$ cat src/rtl/regfile_wb_arbiter.sv
// rtl/regfile_wb_arbiter.sv - register file write-port arbiter between pipeline writeback and multi-cycle unit
module regfile_wb_arbiter #(
    parameter int unsigned STARVE_LIMIT = 4
) (
    input  logic        CLK_WbArb,
    input  logic        RST_WbArb,
    input  logic        WB_Valid,
    input  logic [4:0]  WB_Addr,
    input  logic [31:0] WB_Data,
    input  logic        MD_Req,
    input  logic [4:0]  MD_Addr,
    input  logic [31:0] MD_Data,
    output logic        MD_Ack,
    input  logic [4:0]  RdAddr1,
    input  logic [4:0]  RdAddr2,
    output logic        Pend_Hit1,
    output logic        Pend_Hit2,
    output logic        Stall_Pipe,
    output logic [4:0]  A3,
    output logic [31:0] WD3,
    output logic        WE3
);

    localparam logic [3:0] LIMIT = 4'(STARVE_LIMIT);

    typedef enum logic [1:0] {IDLE, WAIT, STALL} state_t;

    state_t     r_state;
    state_t     w_state_nxt;
    logic [3:0] r_cnt;
    logic [3:0] w_cnt_nxt;
    logic [3:0] w_cnt_inc;
    logic       w_supersede;
    logic       w_md_denied;

    // A same-address WB write is younger than the MD result, so the MD request is acked and dropped
    assign w_supersede = WB_Valid && MD_Req && (WB_Addr == MD_Addr) && (MD_Addr != 5'd0);
    assign MD_Ack      = RST_WbArb && MD_Req && (!WB_Valid || w_supersede);
    assign w_md_denied = MD_Req && !MD_Ack;
    assign w_cnt_inc   = (r_cnt == 4'd15) ? 4'd15 : r_cnt + 4'd1;

    assign Stall_Pipe = (r_state == STALL);
    assign Pend_Hit1  = RST_WbArb && (RdAddr1 != 5'd0) &&
                        ((MD_Req && (MD_Addr == RdAddr1)) || (WE3 && (A3 == RdAddr1)));
    assign Pend_Hit2  = RST_WbArb && (RdAddr2 != 5'd0) &&
                        ((MD_Req && (MD_Addr == RdAddr2)) || (WE3 && (A3 == RdAddr2)));

    always_ff @(posedge CLK_WbArb or negedge RST_WbArb) begin
        if (!RST_WbArb) begin
            r_state <= IDLE;
            r_cnt   <= 4'd0;
        end else begin
            r_state <= w_state_nxt;
            r_cnt   <= w_cnt_nxt;
        end
    end

    // A request that is granted or withdrawn always restarts starvation counting from IDLE
    always_comb begin
        w_state_nxt = r_state;
        w_cnt_nxt   = r_cnt;
        case (r_state)
            IDLE: begin
                if (w_md_denied) begin
                    w_cnt_nxt   = 4'd1;
                    w_state_nxt = (4'd1 >= LIMIT) ? STALL : WAIT;
                end else begin
                    w_cnt_nxt = 4'd0;
                end
            end
            WAIT, STALL: begin
                if (w_md_denied) begin
                    w_cnt_nxt   = w_cnt_inc;
                    w_state_nxt = (w_cnt_inc >= LIMIT) ? STALL : WAIT;
                end else begin
                    w_cnt_nxt   = 4'd0;
                    w_state_nxt = IDLE;
                end
            end
            default: begin
                w_cnt_nxt   = 4'd0;
                w_state_nxt = IDLE;
            end
        endcase
    end

    always_ff @(posedge CLK_WbArb or negedge RST_WbArb) begin
        if (!RST_WbArb) begin
            WE3 <= 1'b0;
            A3  <= 5'd0;
            WD3 <= 32'd0;
        end else if (WB_Valid) begin
            WE3 <= (WB_Addr != 5'd0);
            A3  <= WB_Addr;
            WD3 <= WB_Data;
        end else if (MD_Req) begin
            WE3 <= (MD_Addr != 5'd0);
            A3  <= MD_Addr;
            WD3 <= MD_Data;
        end else begin
            WE3 <= 1'b0;
        end
    end

endmodule

$ cat config.mk
export PLATFORM = sky130hd
export DESIGN_NAME = regfile_wb_arbiter
export DESIGN_NICKNAME = d
export VERILOG_FILES = /design/src/rtl/regfile_wb_arbiter.sv
export SDC_FILE = /design/constraint.sdc
export NUM_CORES = 1
export LEC_CHECK = 0
export BUFFER_PORTS_ARGS = -buffer_cell sky130_fd_sc_hd__buf_4
export CAP_MARGIN = 20
export CORE_MARGIN = 8
export CORE_UTILIZATION = 35
export DETAILED_ROUTE_END_ITERATION = 16
export PLACE_DENSITY = 0.71
export SLEW_MARGIN = 10
export SYNTH_ARGS = -nofsm -noshare
export SYNTH_HDL_FRONTEND = slang
export SYNTH_SLANG_ARGS = --single-unit
export TNS_END_PERCENT = 100
$ cat constraint.sdc
create_clock -name CLK_WbArb -period 2.3 [get_ports CLK_WbArb]
set_clock_uncertainty 0.15 [all_clocks]
set_input_delay 0.23 -clock CLK_WbArb [delete_from_list [all_inputs] [get_ports CLK_WbArb]]
set_output_delay 0.23 -clock CLK_WbArb [all_outputs]
set_load 0.05 [all_outputs]
; ---- Yosys cells after proc, flatten, opt, wreduce, memory -nomap -nowiden
; Index checks and enable logic that the tools add are counted.
[word_totals]
reg_bits = 44
[op_classes]
add_sub_neg = 1
magnitude_cmp = 1
eq_ne = 9
muxes = 14
n_reduce_logical = 26
[op_table]
columns = cell, n
row1 = $mux W32, 2
row2 = $eq A5 B5 Y1, 5
row3 = $reduce_bool A5 Y1, 4
row4 = $logic_and A1 B1 Y1, 14
row5 = $mux W5, 2
row6 = $mux W4, 2
row7 = $pmux W4 S2, 1
row8 = $mux W2, 3
row9 = $add A4 B1 Y4 const B, 1
row10 = $eq A4 B4 Y1 const B, 1
row11 = $ge A4 B3 Y1 const B, 1
row12 = $pmux W2 S2, 1
row13 = $logic_or A1 B1 Y1, 3
row14 = $mux W1, 3
row15 = $eq A2 B1 Y1 const B, 1
row16 = $eq A2 B2 Y1 const B, 1
row17 = $logic_not A1 Y1, 2
row18 = $logic_not A2 Y1, 1
row19 = $ne A2 B2 Y1 const B, 1
row20 = $reduce_bool A2 Y1, 1
row21 = $reduce_or A2 Y1, 1

; ---- Longest topological paths before layout
[logic_depth]
word_depth = 9
depth_mapped = 5
depth_no_buf = 5

; ---- Least setup slack after synthesis
; No wires, ideal clock.
[synth_path]
path_type = register to output
from = register A3[0]
to = output Pend_Hit2
arrival_ns = 1.971
t_required_ns = 1.920
setup_slack_ns = -0.051
path_stages_with_launch = 5
cell_sequence = dfrtp_1 > xor2_1 > nor4_1 > nand3_1 > a21oi_1
[synth_via]
elab_chain_len = 4
[synth_lines]
columns = item, line
row1 = from (decl), 19  ; output logic [4:0] A3,
row2 = from (signal assigned), 94  ; A3 <= WB_Addr;
row3 = from (signal assigned), 98  ; A3 <= MD_Addr;
row4 = $eq A5 B5 Y1, 46  ; ((MD_Req && (MD_Addr == RdAddr2)) || (WE3 && (A3 == RdAddr2)));
row5 = $logic_and A1 B1 Y1, 46
row6 = $logic_or A1 B1 Y1, 46
row7 = $logic_and A1 B1 Y1, 45  ; assign Pend_Hit2 = RST_WbArb && (RdAddr2 != 5'd0) &&
row8 = to (decl), 17  ; output logic Pend_Hit2,
; Every way passes these cells.

; ---- Worst setup path in the final report
[layout_path]
from = register A3[3]
to = output Pend_Hit2
; Same word-level chain as after synthesis.

==> results.md <==
Detailed routing:
- In the routed layout, each cell is associated on average with a via count of 4.754.
- The number of iterations in the first detailed-routing pass is 4.
- The violation count after the first detailed-routing iteration is 78.
- The final antenna-violating net count is 0.
- The total number of vias is 2415.
- The routed wire length is 7626 um.
- The number of DRC violations after detailed routing is 0.
- Dividing the detail-routed wire length by the instance count gives 15.01 um.

Timing:
- The final max-slew violation count is 0.
- The total count of hold-check failures in the final report is 0.
- The max-slew headroom at the worst pin is 0.6723.
- Dividing the final minimum period by the clock period gives 0.8962.
- The upper clock frequency limit is 0.4852 GHz.
- Setup violations remaining at the end of the flow were counted as 0.
- The total negative slack is 0 ns.
- The transition time at the pin with the least slew margin is 0.4915 ns.
- Setup repair after global routing left no endpoint under its margin.
- The minimum setup slack in the final design is 0.2388 ns.
- The routed design could run at a clock period as short as 2.061 ns.

Worst hold path:
- In this run the worst hold path is classified as in -> reg.
- The endpoint of the worst hold path is WD3[12].
- Counting instances, the worst hold path has a depth of 3.
- The worst hold path begins at WB_Data[12].

Global route:
- The via count of the first global-routing pass is 2580.
- The residual overflow from global routing is 0.
- The initial antenna violation count is 0.
- The first global-routing pass estimated 12250 um of wire.
- The total global-route track usage is 0.1507.
- Entering global routing, the biggest net connects 59 pins.

Floorplan:
- The floorplan step set the die height to 100.5 um.
- The die covers 0.01010 mm2.
- The count of pins on the block boundary is 130.
- The total core area is 0.007098 mm2.
- The starting density of the core is 0.3520.
- The width of the die is 100.5 um.
- The floorplan has 31 rows.

Cells and area:
- The fraction of layout instances using a drive strength above 1 is 0.3692.
- The number of antenna diodes in the final layout is 0.
- The final design utilization is 0.5609.
- The final layout contains 500 nets.
- The library cell used most frequently in the layout, excluding fill and tap cells, is buf_4.
- The library cells used most frequently in the layout, excluding fill and tap cells, are 133 x buf_4, 44 x dfrtp_1, 41 x o21ai_0.
- The area growth from synthesis to final layout is 59.34%.

Place:
- The count of buffers from port buffering is 129.
- The detailed placement HPWL is 5766 um.
- OpenSTA, run right after detailed placement, puts the worst setup slack at 0.2761 ns.
- The final weighted congestion in routability-driven placement is 0.7982.

Run status:
- The run finished with clean final reports.

Power:
- The power density over the cells is 581.9 mW/mm2.
- The analysis attributes to cell leakage a power of 1.941 nW.
- The worst-case IR drop observed on VDD is 0.2608 mV.
- Total power for the finished layout comes to 2.317 mW.

Synthesis:
- The prevailing post-synth register cell is dfrtp_1.
- Counting flops with a built-in enable in the synthesized netlist gives 0.
- The netlist area before placement is 0.002499 mm2.
- The share of the synthesized area in the top cell type is 0.4407.
- The net count after synthesis is 344.
- Yosys attributes the largest share of cell area to dfrtp_1 44%, mux2i_1 15%, o21ai_0 8.2%.
- Summed over all instances, the cell type with the most area after synthesis is dfrtp_1.
- The flip-flop and latch count after synthesis is 44.
- Synthesis instantiated 34 different standard cells from the library.
- The share of the Yosys chip area taken by registers is 0.4407.
- The mean post-synth cell area is 9.915 um2.
- The gate count after technology mapping is 252.
- For this run, the number of Yosys warnings is 0.
- Of all flip-flops after synthesis, the portion carrying an async set or reset was 1.000.

Flow run:
- The count of maximum capacitance violations is 0.

Critical path:
- For flop-to-flop paths, the worst setup slack is 0.72 ns.
- The category of the worst setup path capture point is a primary output.
- The worst setup path is of the reg -> out kind.
- The endpoint identified for the worst register-to-register timing path is r_state[1].
- Data on the critical path is required at its endpoint by 1.92 ns.
- STA classifies the critical path startpoint as a register.
- The most critical setup path has its startpoint at A3[3].
- Of all nets on the critical path, the largest fanout is 4.
- The worst register-to-register path begins at r_cnt[0].
- The data arrival time of the worst path is 1.68 ns.
- The number of cells on the worst reg-to-reg path is 5.

Clocking:
- Clock-pin slew was measured on the worst setup and hold paths at 0.09 ns.
- The buffer depth of the longest clock path is 2.
- The total clock sinks is 44.
- TritonCTS built the clock tree.
- The depth of the CTS H-tree is 2.
- The root cell of the clock tree is clkbuf_8.
- In this run, CTS created clock tree buffers numbering 5.
- Once the clock tree was built, the resizer swapped 0 gates to a different size.
- The clock reaches the later pin of the worst-skew pair after 0.29 ns.
[worst max-delay path, stage by stage, from the launching register on]
cell and delay (ns):
dfrtp_1 0.44, xor2_1 0.19, nor4_1 0.28, nand3_1 0.13
a21oi_2 0.14, buf_4 0.21
[synth_stat cells, types with 4 or more instances]
cell       n
nand2_1   40
xor2_1    16
mux2i_1   37
nor4_1     4
o21ai_0   41
clkbuf_1   9
inv_1      6
a21oi_1    4
xnor2_1    8
nand3_1    5
dfrtp_1   44
ha_1       4
[area by class of cell]
type / count / area, um2
Fill cell: 662 / 3117
Multi-Input combinational cell: 188 / 1309
Timing Repair Buffer: 163 / 1299
Sequential cell: 44 / 1101
Tap cell: 99 / 123.9
Clock buffer: 7 / 96.34
Clock inverter: 1 / 30.03
Inverter: 6 / 22.52
[sequential cells by signal, indices dropped and copies added, names as in the netlist]
register and count:
WE3 1, WD3 32, r_cnt 4, r_state 2, A3 5
[layer usage]
metal	vias up	wire, um	track usage
met1	1145	3007	0.1741
met5	-	0	0
met4	0	133	0.04884
met3	14	466	0.04627
li1	1187	-	-
met2	69	4019	0.2585
[cells by family (layout without fill, tap and decap cells)]
| kind of cell | count (synthesis) | count (layout) | synth area share |
|---|---|---|---|
| xor+xnor | 25 | 25 | 0.09064 |
| buf+inv | 20 | 177 | 0.03855 |
| simple gates | 64 | 64 | 0.1197 |
| flops | 44 | 44 | 0.4407 |
| mux | 38 | 38 | 0.1542 |
| compound gates | 57 | 57 | 0.1362 |
| fa+ha+maj | 4 | 4 | 0.02003 |
[worst max path at each step]
| stage | cells past startpoint | slack [ns] | to |
|---|---|---|---|
| after floorplan | 4 | 0.19 | Pend_Hit2 |
| after global placement | 6 | 0.30 | MD_Ack |
| after detailed placement | 6 | 0.28 | MD_Ack |
| after CTS | 5 | 0.20 | Pend_Hit2 |
| after global routing | 5 | 0.09 | Pend_Hit2 |
| final | 5 | 0.24 | Pend_Hit2 |
[through the flow]
step / std cells / area [um2] / hold WS, ns
after floorplan: 252 / 2506 / -0.2156
after global placement: 470 / 3555 / 0.01999
after detailed placement: 470 / 3555 / 0.02131
after CTS: 507 / 3971 / 0.0009207
after global routing: 508 / 3981 / 0.01800
final: 508 / 3981 / 0.01316
[power breakdown]
| group | switching [mW] | internal (mW) | total [mW] |
|---|---|---|---|
| logic | 0.456 | 0.322 | 0.778 |
| clock network | 0.261 | 0.383 | 0.644 |
| registers | 0.0510 | 0.843 | 0.894 |
[what timing repair did]
item                                    4_1_cts  5_1_grt
hold buffers                                 29        1
endpoints found under the setup margin        0        0
setup buffers                                 0        0
hold endpoints to repair                     49        1
Note: power is estimated with default switching activity, not from simulation.
